## src/rtl/conv3x3_pkg.sv

```systemverilog
// rtl/conv3x3_pkg.sv - mode encodings, preset kernels and tap states for conv3x3_stream
package conv3x3_pkg;

    localparam int NUM_TAPS = 9;

    localparam logic [1:0] MODE_PROG  = 2'd0;
    localparam logic [1:0] MODE_GAUSS = 2'd1;
    localparam logic [1:0] MODE_SHARP = 2'd2;
    localparam logic [1:0] MODE_LAPL  = 2'd3;

    localparam int KERN_GAUSS [NUM_TAPS] = '{ 1,  2,  1,  2, 4,  2,  1,  2,  1};
    localparam int KERN_SHARP [NUM_TAPS] = '{ 0, -1,  0, -1, 5, -1,  0, -1,  0};
    localparam int KERN_LAPL  [NUM_TAPS] = '{-1, -1, -1, -1, 8, -1, -1, -1, -1};

    localparam logic [3:0] SHIFT_GAUSS = 4'd4;
    localparam logic [3:0] SHIFT_SHARP = 4'd0;
    localparam logic [3:0] SHIFT_LAPL  = 4'd0;

    // Tap FSM: the state is the index of the next sample to accept.
    typedef enum logic [3:0] {
        TAP0 = 4'd0, TAP1 = 4'd1, TAP2 = 4'd2, TAP3 = 4'd3, TAP4 = 4'd4,
        TAP5 = 4'd5, TAP6 = 4'd6, TAP7 = 4'd7, TAP8 = 4'd8
    } tap_e;

    // Preset coefficient lookup; programmable mode and out-of-range taps give 0.
    function automatic int preset_coef(input logic [1:0] m, input logic [3:0] idx);
        int k;
        k = 0;
        if (idx < 4'd9) begin
            case (m)
                MODE_GAUSS: k = KERN_GAUSS[idx];
                MODE_SHARP: k = KERN_SHARP[idx];
                MODE_LAPL:  k = KERN_LAPL[idx];
                default:    k = 0;
            endcase
        end
        return k;
    endfunction

    function automatic logic [3:0] preset_shift(input logic [1:0] m);
        case (m)
            MODE_GAUSS: return SHIFT_GAUSS;
            MODE_SHARP: return SHIFT_SHARP;
            MODE_LAPL:  return SHIFT_LAPL;
            default:    return 4'd0;
        endcase
    endfunction

endpackage

```

## src/rtl/conv3x3_requant.sv

```systemverilog
// rtl/conv3x3_requant.sv - combinational round, arithmetic shift and clamp to pixel range
module conv3x3_requant
    import conv3x3_pkg::*;
#(
    parameter int DATA_W = 8,
    parameter int ACC_W  = 21,
    parameter int ROUND  = 1
) (
    input  logic signed [ACC_W-1:0]  sum,    // full window sum
    input  logic        [3:0]        shift,  // right-shift amount
    output logic        [DATA_W-1:0] pix     // clamped pixel
);

    localparam logic signed [ACC_W:0] PIX_MAX = (ACC_W+1)'((1 << DATA_W) - 1);

    // One guard bit so the rounding add can never wrap.
    logic signed [ACC_W:0] rounded;
    logic signed [ACC_W:0] shifted;

    always_comb begin
        rounded = {sum[ACC_W-1], sum};
        if (ROUND != 0 && shift != 4'd0) begin
            rounded = rounded + ((ACC_W+1)'(1) << (shift - 4'd1));
        end
        shifted = rounded >>> shift;
        if (shifted[ACC_W]) begin
            pix = '0;
        end else if (shifted > PIX_MAX) begin
            pix = '1;
        end else begin
            pix = shifted[DATA_W-1:0];
        end
    end

endmodule

```

## src/rtl/conv3x3_stream.sv

```systemverilog
// rtl/conv3x3_stream.sv - streaming 3x3 convolution with preset and programmable kernels
module conv3x3_stream
    import conv3x3_pkg::*;
#(
    parameter int DATA_W = 8,
    parameter int COEF_W = 8,
    parameter int ROUND  = 1,
    parameter int ACC_W  = DATA_W + COEF_W + 5
) (
    input  logic                     clk,         // single clock
    input  logic                     rst,         // synchronous, active-high
    input  logic                     sin_en,      // sample strobe
    input  logic        [DATA_W-1:0] in_data,     // pixel, taps 0..8 row-major
    input  logic        [1:0]        mode,        // 0 prog, 1 gauss, 2 sharpen, 3 laplacian
    input  logic        [3:0]        shift,       // right shift, programmable mode only
    input  logic                     win_clr,     // abort current window
    input  logic                     coef_we,     // shadow coefficient write strobe
    input  logic        [3:0]        coef_idx,    // coefficient index 0..8
    input  logic signed [COEF_W-1:0] coef_data,   // coefficient value
    output logic        [DATA_W-1:0] cbit_out,    // filtered pixel
    output logic                     sys_enable,  // one-cycle valid pulse
    output logic        [3:0]        tap_idx      // next tap to accept
);

    tap_e tap_q, tap_d;

    logic        [1:0]  mode_q;
    logic        [3:0]  shift_q;
    logic signed [ACC_W-1:0] acc;

    logic signed [COEF_W-1:0] shadow [NUM_TAPS];
    logic signed [COEF_W-1:0] active [NUM_TAPS];

    logic accept;
    logic signed [COEF_W-1:0]      coef_cur;
    logic signed [DATA_W:0]        pix_s;
    logic signed [COEF_W+DATA_W:0] prod;
    logic signed [ACC_W-1:0]       prod_ext;
    logic signed [ACC_W-1:0]       win_sum;
    logic        [DATA_W-1:0]      requant_pix;

    assign accept  = sin_en & ~win_clr;
    assign tap_idx = tap_q;

    always_ff @(posedge clk) begin
        if (rst) begin
            tap_q <= TAP0;
        end else begin
            tap_q <= tap_d;
        end
    end

    always_comb begin
        tap_d = tap_q;
        if (win_clr) begin
            tap_d = TAP0;
        end else if (sin_en) begin
            tap_d = (tap_q == TAP8) ? TAP0 : tap_e'(tap_q + 4'd1);
        end
    end

    // Tap 0 sees the live mode and the shadow set, because the latches and the
    // active set only take those values on this same edge.
    always_comb begin
        coef_cur = '0;
        if (tap_q == TAP0) begin
            if (mode == MODE_PROG) coef_cur = shadow[0];
            else                   coef_cur = COEF_W'(preset_coef(mode, 4'd0));
        end else begin
            if (mode_q == MODE_PROG) coef_cur = active[tap_q];
            else                     coef_cur = COEF_W'(preset_coef(mode_q, tap_q));
        end
    end

    assign pix_s    = signed'({1'b0, in_data});
    assign prod     = coef_cur * pix_s;
    assign prod_ext = {{(ACC_W-COEF_W-DATA_W-1){prod[COEF_W+DATA_W]}}, prod};
    assign win_sum  = acc + prod_ext;

    conv3x3_requant #(
        .DATA_W (DATA_W),
        .ACC_W  (ACC_W),
        .ROUND  (ROUND)
    ) u_requant (
        .sum   (win_sum),
        .shift (shift_q),
        .pix   (requant_pix)
    );

    always_ff @(posedge clk) begin
        if (rst) begin
            acc        <= '0;
            cbit_out   <= '0;
            sys_enable <= 1'b0;
            mode_q     <= MODE_GAUSS;
            shift_q    <= SHIFT_GAUSS;
            for (int i = 0; i < NUM_TAPS; i++) begin
                shadow[i] <= COEF_W'(KERN_GAUSS[i]);
                active[i] <= COEF_W'(KERN_GAUSS[i]);
            end
        end else begin
            sys_enable <= 1'b0;

            if (coef_we && coef_idx < 4'd9) begin
                shadow[coef_idx] <= coef_data;
            end

            if (win_clr) begin
                acc <= '0;
            end else if (accept) begin
                if (tap_q == TAP0) begin
                    acc     <= prod_ext;
                    mode_q  <= mode;
                    shift_q <= (mode == MODE_PROG) ? shift : preset_shift(mode);
                    for (int i = 0; i < NUM_TAPS; i++) begin
                        active[i] <= shadow[i];
                    end
                end else if (tap_q == TAP8) begin
                    cbit_out   <= requant_pix;
                    sys_enable <= 1'b1;
                end else begin
                    acc <= win_sum;
                end
            end
        end
    end

endmodule

```

## config.mk

```make
export PLATFORM = sky130hd
export DESIGN_NAME = conv3x3_stream
export DESIGN_NICKNAME = d
export VERILOG_FILES = /design/src/rtl/conv3x3_pkg.sv /design/src/rtl/conv3x3_requant.sv /design/src/rtl/conv3x3_stream.sv
export SDC_FILE = /design/constraint.sdc
export NUM_CORES = 1
export LEC_CHECK = 0
export ABC_AREA = 1
export BUFFER_PORTS_ARGS = -buffer_cell sky130_fd_sc_hd__buf_2
export CAP_MARGIN = 0
export CORE_AREA = 10 10 156 230
export CTS_CLUSTER_DIAMETER = 100
export DETAILED_ROUTE_END_ITERATION = 12
export DIE_AREA = 0 0 166 240
export PLACE_DENSITY_LB_ADDON = 0.12
export SYNTH_ARGS = -nofsm -noshare
export SYNTH_HDL_FRONTEND = slang
export SYNTH_HIERARCHICAL = 1
export SYNTH_SLANG_ARGS = --single-unit
```

## constraint.sdc

```tcl
create_clock -name clk -period 18.6 [get_ports clk]
set_clock_uncertainty 0.15 [all_clocks]
set_input_delay 2.79 -clock clk [delete_from_list [all_inputs] [get_ports clk]]
set_output_delay 2.79 -clock clk [all_outputs]
set_load 0.05 [all_outputs]
```

# Word-level counts from Yosys, hierarchy flattened
# Memory sizes are Yosys's and may differ from the RTL's. A register that Yosys moved wholly into a read port is not among the register bits.
# Cells that the tools add are included.
[word_totals]
in_bits = 31
ram_bits = 144
output_inout_bits = 13
regBits = 40
elab_cells = 99
rom_bits = 1536
n_memories = 5
[memory_table]
columns = ["memory", "words", "word_bits", "read_ports", "rd_clocked_by_memory_dff", "write_ports", "line_no", "rtl"]
rows = [
  ["(no name shown)", 16, 32, 1, 0, 0, "conv3x3_pkg.sv:33", "MODE_LAPL: k = KERN_LAPL[idx];"],
  ["(no name shown)", 16, 32, 1, 0, 0, "conv3x3_pkg.sv:32", "MODE_SHARP: k = KERN_SHARP[idx];"],
  ["(no name shown)", 16, 32, 1, 0, 0, "conv3x3_pkg.sv:31", "MODE_GAUSS: k = KERN_GAUSS[idx];"],
  ["active", 9, 8, 1, 1, 9, "conv3x3_stream.sv:32", "logic signed [COEF_W-1:0] active [NUM_TAPS];"],
  ["shadow", 9, 8, 9, 0, 9, "conv3x3_stream.sv:31", "logic signed [COEF_W-1:0] shadow [NUM_TAPS];"],
]
[op_classes]
magnitude_cmp = 4
muxes = 45
addsub = 4
n_shift = 2
bitwise = 14
mul = 1
eq_ne = 7
reduce_logical = 11
[ops]
columns = ["op", "count"]
rows = [
  ["$mux 8", 22],
  ["$mux 21", 2],
  ["$pmux 8 s3", 1],
  ["$add 21x22->22", 1],
  ["$gt 22x9->1 const B", 1],
  ["$mux 22", 1],
  ["$shl 1x4->22 const A", 1],
  ["$sshr 22x4->22", 1],
  ["$add 21x17->21", 1],
  ["$mux 4", 5],
  ["$mul 8x9->17", 1],
  ["$pmux 8 s2", 1],
  ["$mux 1", 12],
  ["$or 1x1->1", 9],
  ["$lt 4x4->1 const B", 2],
  ["$reduce_or 8->1", 1],
  ["$eq 2x2->1 const B", 3],
  ["$ge 5x5->1 const B", 1],
  ["$not 4->5", 1],
  ["$add 4x1->4 const B", 1],
  ["$eq 2x1->1 const B", 2],
  ["$eq 4x4->1 const B", 1],
  ["$logic_not 2->1", 2],
  ["$logic_not 4->1", 1],
  ["other kinds (12)", 14],
]

# Depth between registers and ports, before layout
# Gate-level depths: netlist (run 1).
[logic_depth]
ltp_word = 16
ltp_mapped = 60
depth_no_buf = 60

# By module
# The synthesis (run 1) kept the hierarchy.
[modules_own_cells]
columns = ["mod", "area_each_um2", "cells_each", "seq_area_each_um2", "instances"]
rows = [
  ["conv3x3_stream", 11489.8, 1356, 5205.0, 1],
  ["conv3x3_requant", 2631.3, 536, 0.0, 1],
]

# Worst setup path after synthesis (run 1)
# OpenSTA, ideal clock, no wires.
[synth_path]
kind = "input -> register"
from = "input port mode[1]"
to = "register cbit_out[1]"
n_path_buf = 0
setup_ns = 0.119
cell_stages = 46
path_slack_ns = 8.585
required_time_ns = 18.331
t_arrival_ns = 9.746
path_cell_list = "nor2_1 > inv_1 > o21ai_0 > nand2_1 > nand2_1 > nand2_1 > fa_1 > fa_1 > inv_1 > fa_1 > inv_1 > fa_1 > inv_1 > ha_1 > a21oi_1 > nand2_1 > a21oi_1 > xor2_1 > (+10 left out) > nand2_1 > nor2_1 > and2_1 > nand3b_1 > nand3_1 > nand2_1 > nand2_1 > nand3_1 > nand3_1 > nand2_1 > o21ai_2 > nand2_1 > nor2_2 > nand2_2 > nand2_4 > nand2_1 > o21ai_0 > a21oi_1"
[synth_between]
elab_chain_len = 12
elab_cells_between_ends = 14
cone_classes = "2 x add/sub; 1 x mul; 1 x order compare; 2 x eq/ne; 1 x shift; 6 x mux; 1 x reduce/logical"
[synth_lines]
columns = ["element", "line_no", "rtl"]
rows = [
  ["from (decl)", "conv3x3_stream.sv:14", "input logic [1:0] mode,"],
  ["$eq 2x2->1 / $eq 2x1->1 (equally long branches)", "conv3x3_pkg.sv:30", "case (m)"],
  ["$pmux 8 s2", "conv3x3_pkg.sv:30", ""],
  ["$mux 8 *", "conv3x3_stream.sv:67", "if (mode == MODE_PROG) coef_cur = shadow[0];"],
  ["$mux 8 *", "conv3x3_stream.sv:66", "if (tap_q == TAP0) begin"],
  ["$mul 8x9->17 *", "conv3x3_stream.sv:76", "assign prod = coef_cur * pix_s;"],
  ["$add 21x17->21 *", "conv3x3_stream.sv:78", "assign win_sum = acc + prod_ext;"],
  ["via win_sum[14]", "conv3x3_stream.sv:39", "logic signed [ACC_W-1:0] win_sum;"],
  ["$add 21x22->22", "conv3x3_requant.sv:23", "rounded = rounded + ((ACC_W+1)'(1) << (shift - 4'd1));"],
  ["$mux 22 *", "conv3x3_requant.sv:22", "if (ROUND != 0 && shift != 4'd0) begin"],
  ["$sshr 22x4->22 *", "conv3x3_requant.sv:25", "shifted = rounded >>> shift;"],
  ["$gt 22x9->1", "conv3x3_requant.sv:28", "end else if (shifted > PIX_MAX) begin"],
  ["$mux 8", "conv3x3_requant.sv:28", ""],
  ["$mux 8 *", "conv3x3_requant.sv:26", "if (shifted[ACC_W]) begin"],
  ["via requant_pix[1]", "conv3x3_stream.sv:40", "logic [DATA_W-1:0] requant_pix;"],
  ["to (signal assigned)", "conv3x3_stream.sv:119", "cbit_out <= requant_pix;"],
  ["to (decl)", "conv3x3_stream.sv:20", "output logic [DATA_W-1:0] cbit_out,"],
]
# The timed path passes the listed nets; every way through them passes the cells marked *.
# A chain may end at the register's enable or synchronous reset.

# Final worst setup path (run 1)
[layout_path]
from = "input port mode[0]"
to = "register cbit_out[2]"
# Same word-level chain as after synthesis.

==> summary.md, run 1 <==
| Metric | Value |
|---|---|
| Total Wirelength | `a little under 40000 um` |
| Nets | `2065` |
| Worst skew pair latency | `0.45 ns` |
| Initial antenna violation count | `1` |
| Ys async rst share | `0%` |
| Proportion of synthesized area in mux cells | `0%` |
| Die Y | `240 um` |
| Worst-margin pin slew | `0.9432 ns` |
| Vias in the first global route | `approximately 12000` |
| DRC violations left | `0` |
| Largest family of logic cells by synthesized area | `simple AND/OR/NAND/NOR gates` |
| H-tree depth | `4` |
| Synth Flop Type | `edfxtp_1` |
| Crit path DAT | `roughly 11 ns` |
| PostCTS Resize Cnt | `0` |
| Number of synthesized flops with an enable pin | `around 140` |
| CTS tree | `yes` |
| Area Growth Syn to Fin | `7.974%` |
| Max Cap Viol | `0` |
| P_leak | `7.307 nW` |
| CTS max path bufs | `2` |
| Yosys warning total | `6` |
| Row count | `80` |
| RSZ-0062 raised after global routing | `false` |
| CP max FO | `8` |
| Post-CTS Setup Bufs | `0` |
| Dpl ws | `about 7 ns` |
| Root buf cell | `clkbuf_16` |
| Crit Path Class | `input pin to flip-flop` |
| Core footprint | `31730 um^2` |
| CTS hold repair buffers | `0` |
| CP max stage delay | `between 0.5 and 0.6 ns` |
| Post-synthesis sequential area ratio | `36.86%` |
| Setup TNS | `0 ns` |
| Die width | `166 um` |
| Crit path top cell by count | `nand2_1` |
| CTS buffer count | `17` |
| Drt via density | `between 5 and 6` |
| Final core utilization | `48.05%` |
| Distinct cells, synth | `45` |
| Initial Util | `about 45%` |
| Max Slew Vio Count | `0` |
| Compound-gate portion of the synthesized area | `~9.7%` |
| GRT Total Usage | `between 10% and 20%` |
| First-pass GRT wire length | `between 60000 and 70000 um` |
| Largest net degree at the start of global routing | `75` |
| Gpl congestion | `0.9297` |
| PwrDens | `about 120 nW/um^2` |
| CTS Sinks | `188` |
| Drt first pass iters | `7` |
| Post-Syn Instances | `1892` |
| DIE AREA | `around 40000 um^2` |
| WP data required | `18.77 ns` |
| Remaining antenna violation count | `0` |
| Final Hold Fails | `0` |
| WL/cell | `16.53 um` |
| FMAX | `89.92 MHz` |
| Io pins | `44` |
| Vias | `11883` |
| Initial drt markers | `846` |
| Worst hold path class | `flip-flop to flip-flop` |
| DP Wirelength | `about 31000 um` |
| Status | `finished, final reports clean` |
| Avg Cell Area, Syn | `around 7.5 um^2` |
| Final setup fails | `0` |
| Post-DP Area | `14660 um^2` |
| Reg clk slew, reported paths | `0.07 ns` |
| Fin crit period | `roughly 11 ns` |
| Final worst setup slack | `around 7.5 ns` |
| Mapped Area | `14120 um^2` |
| Synthesis-stage register bit count | `188` |
| Total Power | `1.804 mW` |
| # diodes | `0` |
| Slowest cell on the critical path | `fa_1` |
| Final Cycle Share | `between 50% and 60%` |
| Relative slew slack | `37.12%` |
| VDD IR-drop max | `approximately 0.082 mV` |
| Crit path capture type | `flip-flop` |
| Post-synthesis net count | `2045` |
| Worst Setup Start Kind | `input pin` |
| Worst hold slack | `0.2973 ns` |
| Post-Layout Cell Count | `roughly 2300` |
| XOR/XNOR Fraction of Synth Area | `1.613%` |
| Post-synthesis simple-gate area fraction | `28.94%` |
| Dpl cells | `2303` |
| Post-Synth Adder-Cell Area | `12.88%` |
| Share of cells above drive strength 1 | `8.052%` |
| Grt ovf | `0` |
| Port bufs | `43` |
| Post-route design area | `roughly 15000 um^2` |
## routing by layer
metal / part of all wire (%) / wire, um / global-route usage [%] / vias up
li1: - / - / - / 6128
met1: 39 / 15230 / 20.61 / 5471
met2: 54 / 20850 / 37.39 / 213
met3: 2.4 / 918 / 2.370 / 69
met4: 4.1 / 1597 / 8.504 / 2
met5: 0.026 / 10 / 0 / -
## path summary, 6_finish.rpt
kind / end / start / slack, ns / cells after the start
max: cbit_out[2] / mode[0] / 7.48 / 47
min: cbit_out[4] / cbit_out[4] / 0.30 / 2
max reg2reg: cbit_out[2] / flip-flop / 8.71 / 50
min reg2reg: cbit_out[4] / cbit_out[4] / 0.30 / 2
## cells in the mapped netlist (7+ instances only)
cell type  count  area share [%]
nor2_1       284             7.5
o211ai_1      12            0.64
or2_2         14            0.62
and2_1        16            0.71
nand3_1      149             5.3
o221ai_1      13            0.81
nor3_1        15            0.53
nand3b_1      10            0.53
inv_2          9            0.24
a21oi_1       96             3.4
o21ai_0       86             3.0
fa_1          39             5.5
xor2_1        15            0.93
edfxtp_1     144              31
nand3_2        9            0.64
nand2_1      411              11
clkinv_1       9            0.24
clkbuf_1      13            0.35
inv_1        292             7.8
xnor2_1       11            0.68
dfxtp_1       44             6.2
nand2_2       18            0.80
or2_1          7            0.31
nor2_2        13            0.58
buf_2         21            0.74
ha_1          83             7.4
## logic make-up (layout without fill, tap and decap cells)
| group | after synthesis | count (layout) |
|---|---|---|
| AND/OR/NAND/NOR | 955 | 955 |
| buffers and inverters | 360 | 393 |
| AO/OA/AOI/OAI | 241 | 241 |
| flip-flops | 188 | 188 |
| adder cells (fa/ha/maj) | 122 | 122 |
| XOR/XNOR | 26 | 26 |
## flip-flops by register name, summed over array words and instances, names as in the netlist, named ones only
register / count
acc: 21
active: 72
cbit_out: 8
mode_q: 2
shadow: 72
shift_q: 4
sys_enable: 1
tap_idx: 4
## placed cells by master, fill, tap and decap left out, types with 39 or more instances in the layout
cell / n
nand2_1: 411
inv_1: 291
nor2_1: 284
nand3_1: 149
edfxtp_1: 144
a21oi_1: 96
o21ai_0: 86
ha_1: 83
dfxtp_1: 44
buf_2: 43
fa_1: 39
## worst max-delay path: cells and delay by family
| kind | cells | cell delay [ns] |
|---|---|---|
| AND/OR/NAND/NOR | 26 | 3.34 |
| buffers and inverters | 7 | 0.62 |
| XOR/XNOR | 1 | 0.21 |
| AO/OA/AOI/OAI | 6 | 1.05 |
| adder cells (fa/ha/maj) | 7 | 3.24 |
## cell type report
class / instances / area [um^2]
clock inverter: 14 / 160.2
tap: 410 / 513.0
multi-input combinational: 1344 / 7501
inverter: 310 / 1164
fill: 3220 / 16480
timing repair buffer: 51 / 275.3
clock buffer: 18 / 429.2
sequential: 188 / 5205
## report_power, final
part | switching, mW | internal (mW) | total [mW]
logic | 0.642 | 0.312 | 0.954
clock network | 0.186 | 0.181 | 0.367
registers | 0.00772 | 0.476 | 0.483
total | 0.835 | 0.969 | 1.80
Note: power is estimated with default switching activity, not from simulation.
==> inputs of run 2 (changes only) <==
==> constraint.sdc (replaced) <==
create_clock -name clk -period 11.2 [get_ports clk]
set_clock_uncertainty 0.15 [all_clocks]
set_input_delay 1.68 -clock clk [delete_from_list [all_inputs] [get_ports clk]]
set_output_delay 1.68 -clock clk [all_outputs]
set_load 0.05 [all_outputs]
==> run 2 against run 1 <==
Compared with the run above:
- via count rose by 0.50%
- clock-buffer cell count did not move
- cell area barely moved
- sequential power rose by 66%
- combinational power rose by 67%
- critical path depth did not move
- non-clock buffer count rose by 2
- critical endpoint unchanged
==> summary.md, run 2 (synthesis results as in run 1) <==
| Metric | Value |
|---|---|
| Status | `finished, final reports clean` |
| Crit path DAT | `10.21 ns` |
| Area Growth Syn to Fin | `8.063%` |
| DP Wirelength | `roughly 31000 um` |
| Final setup fails | `0` |
| Vias in the first global route | `11869` |
| DIE AREA | `39840 um^2` |
| Drt first pass iters | `6` |
| Total Power | `3.011 mW` |
| Fillers | `approximately 3200` |
| Final Cycle Share | `89.62%` |
| Worst-margin pin slew | `0.9565 ns` |
| Crit Path Class | `input pin to flip-flop` |
| Relative slew slack | `36.24%` |
| # diodes | `0` |
| WP data required | `11.37 ns` |
| Commonest cells after routing, fill and taps aside | `411 x nand2_1, 291 x inv_1, 284 x nor2_1` |
| Initial drt markers | `849` |
| Drt via density | `5.110` |
| Area taken by multi-input logic gates | `7501 um^2` |
| Dpl ws | `between 0.6 and 0.7 ns` |
| Die width | `166 um` |
| DRC violations left | `0` |
| Share of cells above drive strength 1 | `8.147%` |
| Crit path top cell by count | `nand2_1` |
| CTS max path bufs | `2` |
| Biggest registers after layout | `active: 72 flops, shadow: 72 flops, acc: 21 flops` |
| Worst hold path class | `flip-flop to flip-flop` |
| VDD IR-drop max | `0.1100 mV` |
| CTS Sinks | `~190` |
| WL/cell | `16.57 um` |
| Initial antenna violation count | `1` |
| Final worst setup slack | `~1.2 ns` |
| Reg clk slew, reported paths | `0.07 ns` |
| FMAX | `99.63 MHz` |
| Remaining antenna violation count | `0` |
| Post-CTS Setup Bufs | `0` |
| CTS buffer count | `17` |
| Largest net degree at the start of global routing | `75` |
| Max Slew Vio Count | `0` |
| P_leak | `7.317 nW` |
| Root buf cell | `clkbuf_16` |
| Final Hold Fails | `0` |
| PostCTS Resize Cnt | `0` |
| CTS hold repair buffers | `0` |
| H-tree depth | `4` |
| Max Cap Viol | `0` |
| Initial Util | `about 45%` |
| Port bufs | `43` |
| Row count | `80` |
| Commonest non-fill, non-tap cell in the layout | `nand2_1` |
| Core footprint | `31730 um^2` |
| Gpl congestion | `0.9491` |
| Slowest cell on the critical path | `fa_1` |
| Register Area | `about 5200 um^2` |
| Die Y | `around 240 um` |
| CTS tree | `yes` |
| Setup TNS | `0 ns` |
| Grt ovf | `0` |
| GRT Total Usage | `19.52%` |
| Vias | `approximately 12000` |
| RSZ-0062 raised after global routing | `false` |
| PwrDens | `approximately 200 nW/um^2` |
| CP max stage delay | `0.55 ns` |
| Worst skew pair latency | `0.46 ns` |
| Nets | `2067` |
| Fin crit period | `between 10 and 15 ns` |
| Io pins | `44` |
| CP max FO | `8` |
| First-pass GRT wire length | `around 63000 um` |
| Total Wirelength | `38720 um` |
| Worst Setup Start Kind | `input pin` |
| Crit path capture type | `flip-flop` |
[run 2: cell count changes in the layout (fill, tap and decap cells not counted)]
cell,delta
buf_4,+2
inv_8,+2
clkinv_8,-1
inv_6,-1
[run 2: layer usage]
metal	GRT usage [%]	up-vias	share of wire, %
met5	0	-	0.018
met4	10.17	2	4.7
met3	2.304	79	2.4
met2	36.95	202	54
met1	20.73	5529	39
li1	-	6131	-
[run 2: cell type report]
class | count | share of cell area (%)
clock inverters | 14 | 1.033
well taps | 410 | 3.362
multi-input cells | 1344 | 49.16
inverters | 310 | 7.625
flip-flops and latches | 188 | 34.11
repair buffers | 53 | 1.902
clock buffers | 18 | 2.812
[run 2: path summary, 6_finish.rpt]
kind | startpoint | depth (start not counted) | slack, ns | endpoint
hold reg to reg | cbit_out[5] | 2 | 0.30 | cbit_out[5]
setup / recovery | mode[0] | 47 | 1.16 | cbit_out[2]
hold / removal | cbit_out[5] | 2 | 0.30 | cbit_out[5]
setup reg to reg | flip-flop | 50 | 1.25 | cbit_out[2]
[run 2: where the power goes]
part           switching [mW]  internal [mW]
Combinational            1.06          0.530
Sequential             0.0130          0.790
Clock                   0.314          0.301
Total                    1.39           1.62
[run 2: stage by stage]
step                instances  instance area, um^2  utilization, %  hold WS (ns)
floorplan                1892                14120               -        0.2978
global placement         2305                14670           46.24        0.2844
detailed placement       2305                14670           46.24        0.2901
CTS                      2337                15260           48.09        0.3006
global route             2337                15260           48.09        0.3239
finish                   2337                15260           48.09        0.2987
[run 2: critical path: cells and delay by family]
kind,cells,cell delay [ns]
fa+ha+maj,7,3.25
buf+inv,5,0.47
simple gates,25,2.87
compound gates,10,1.90
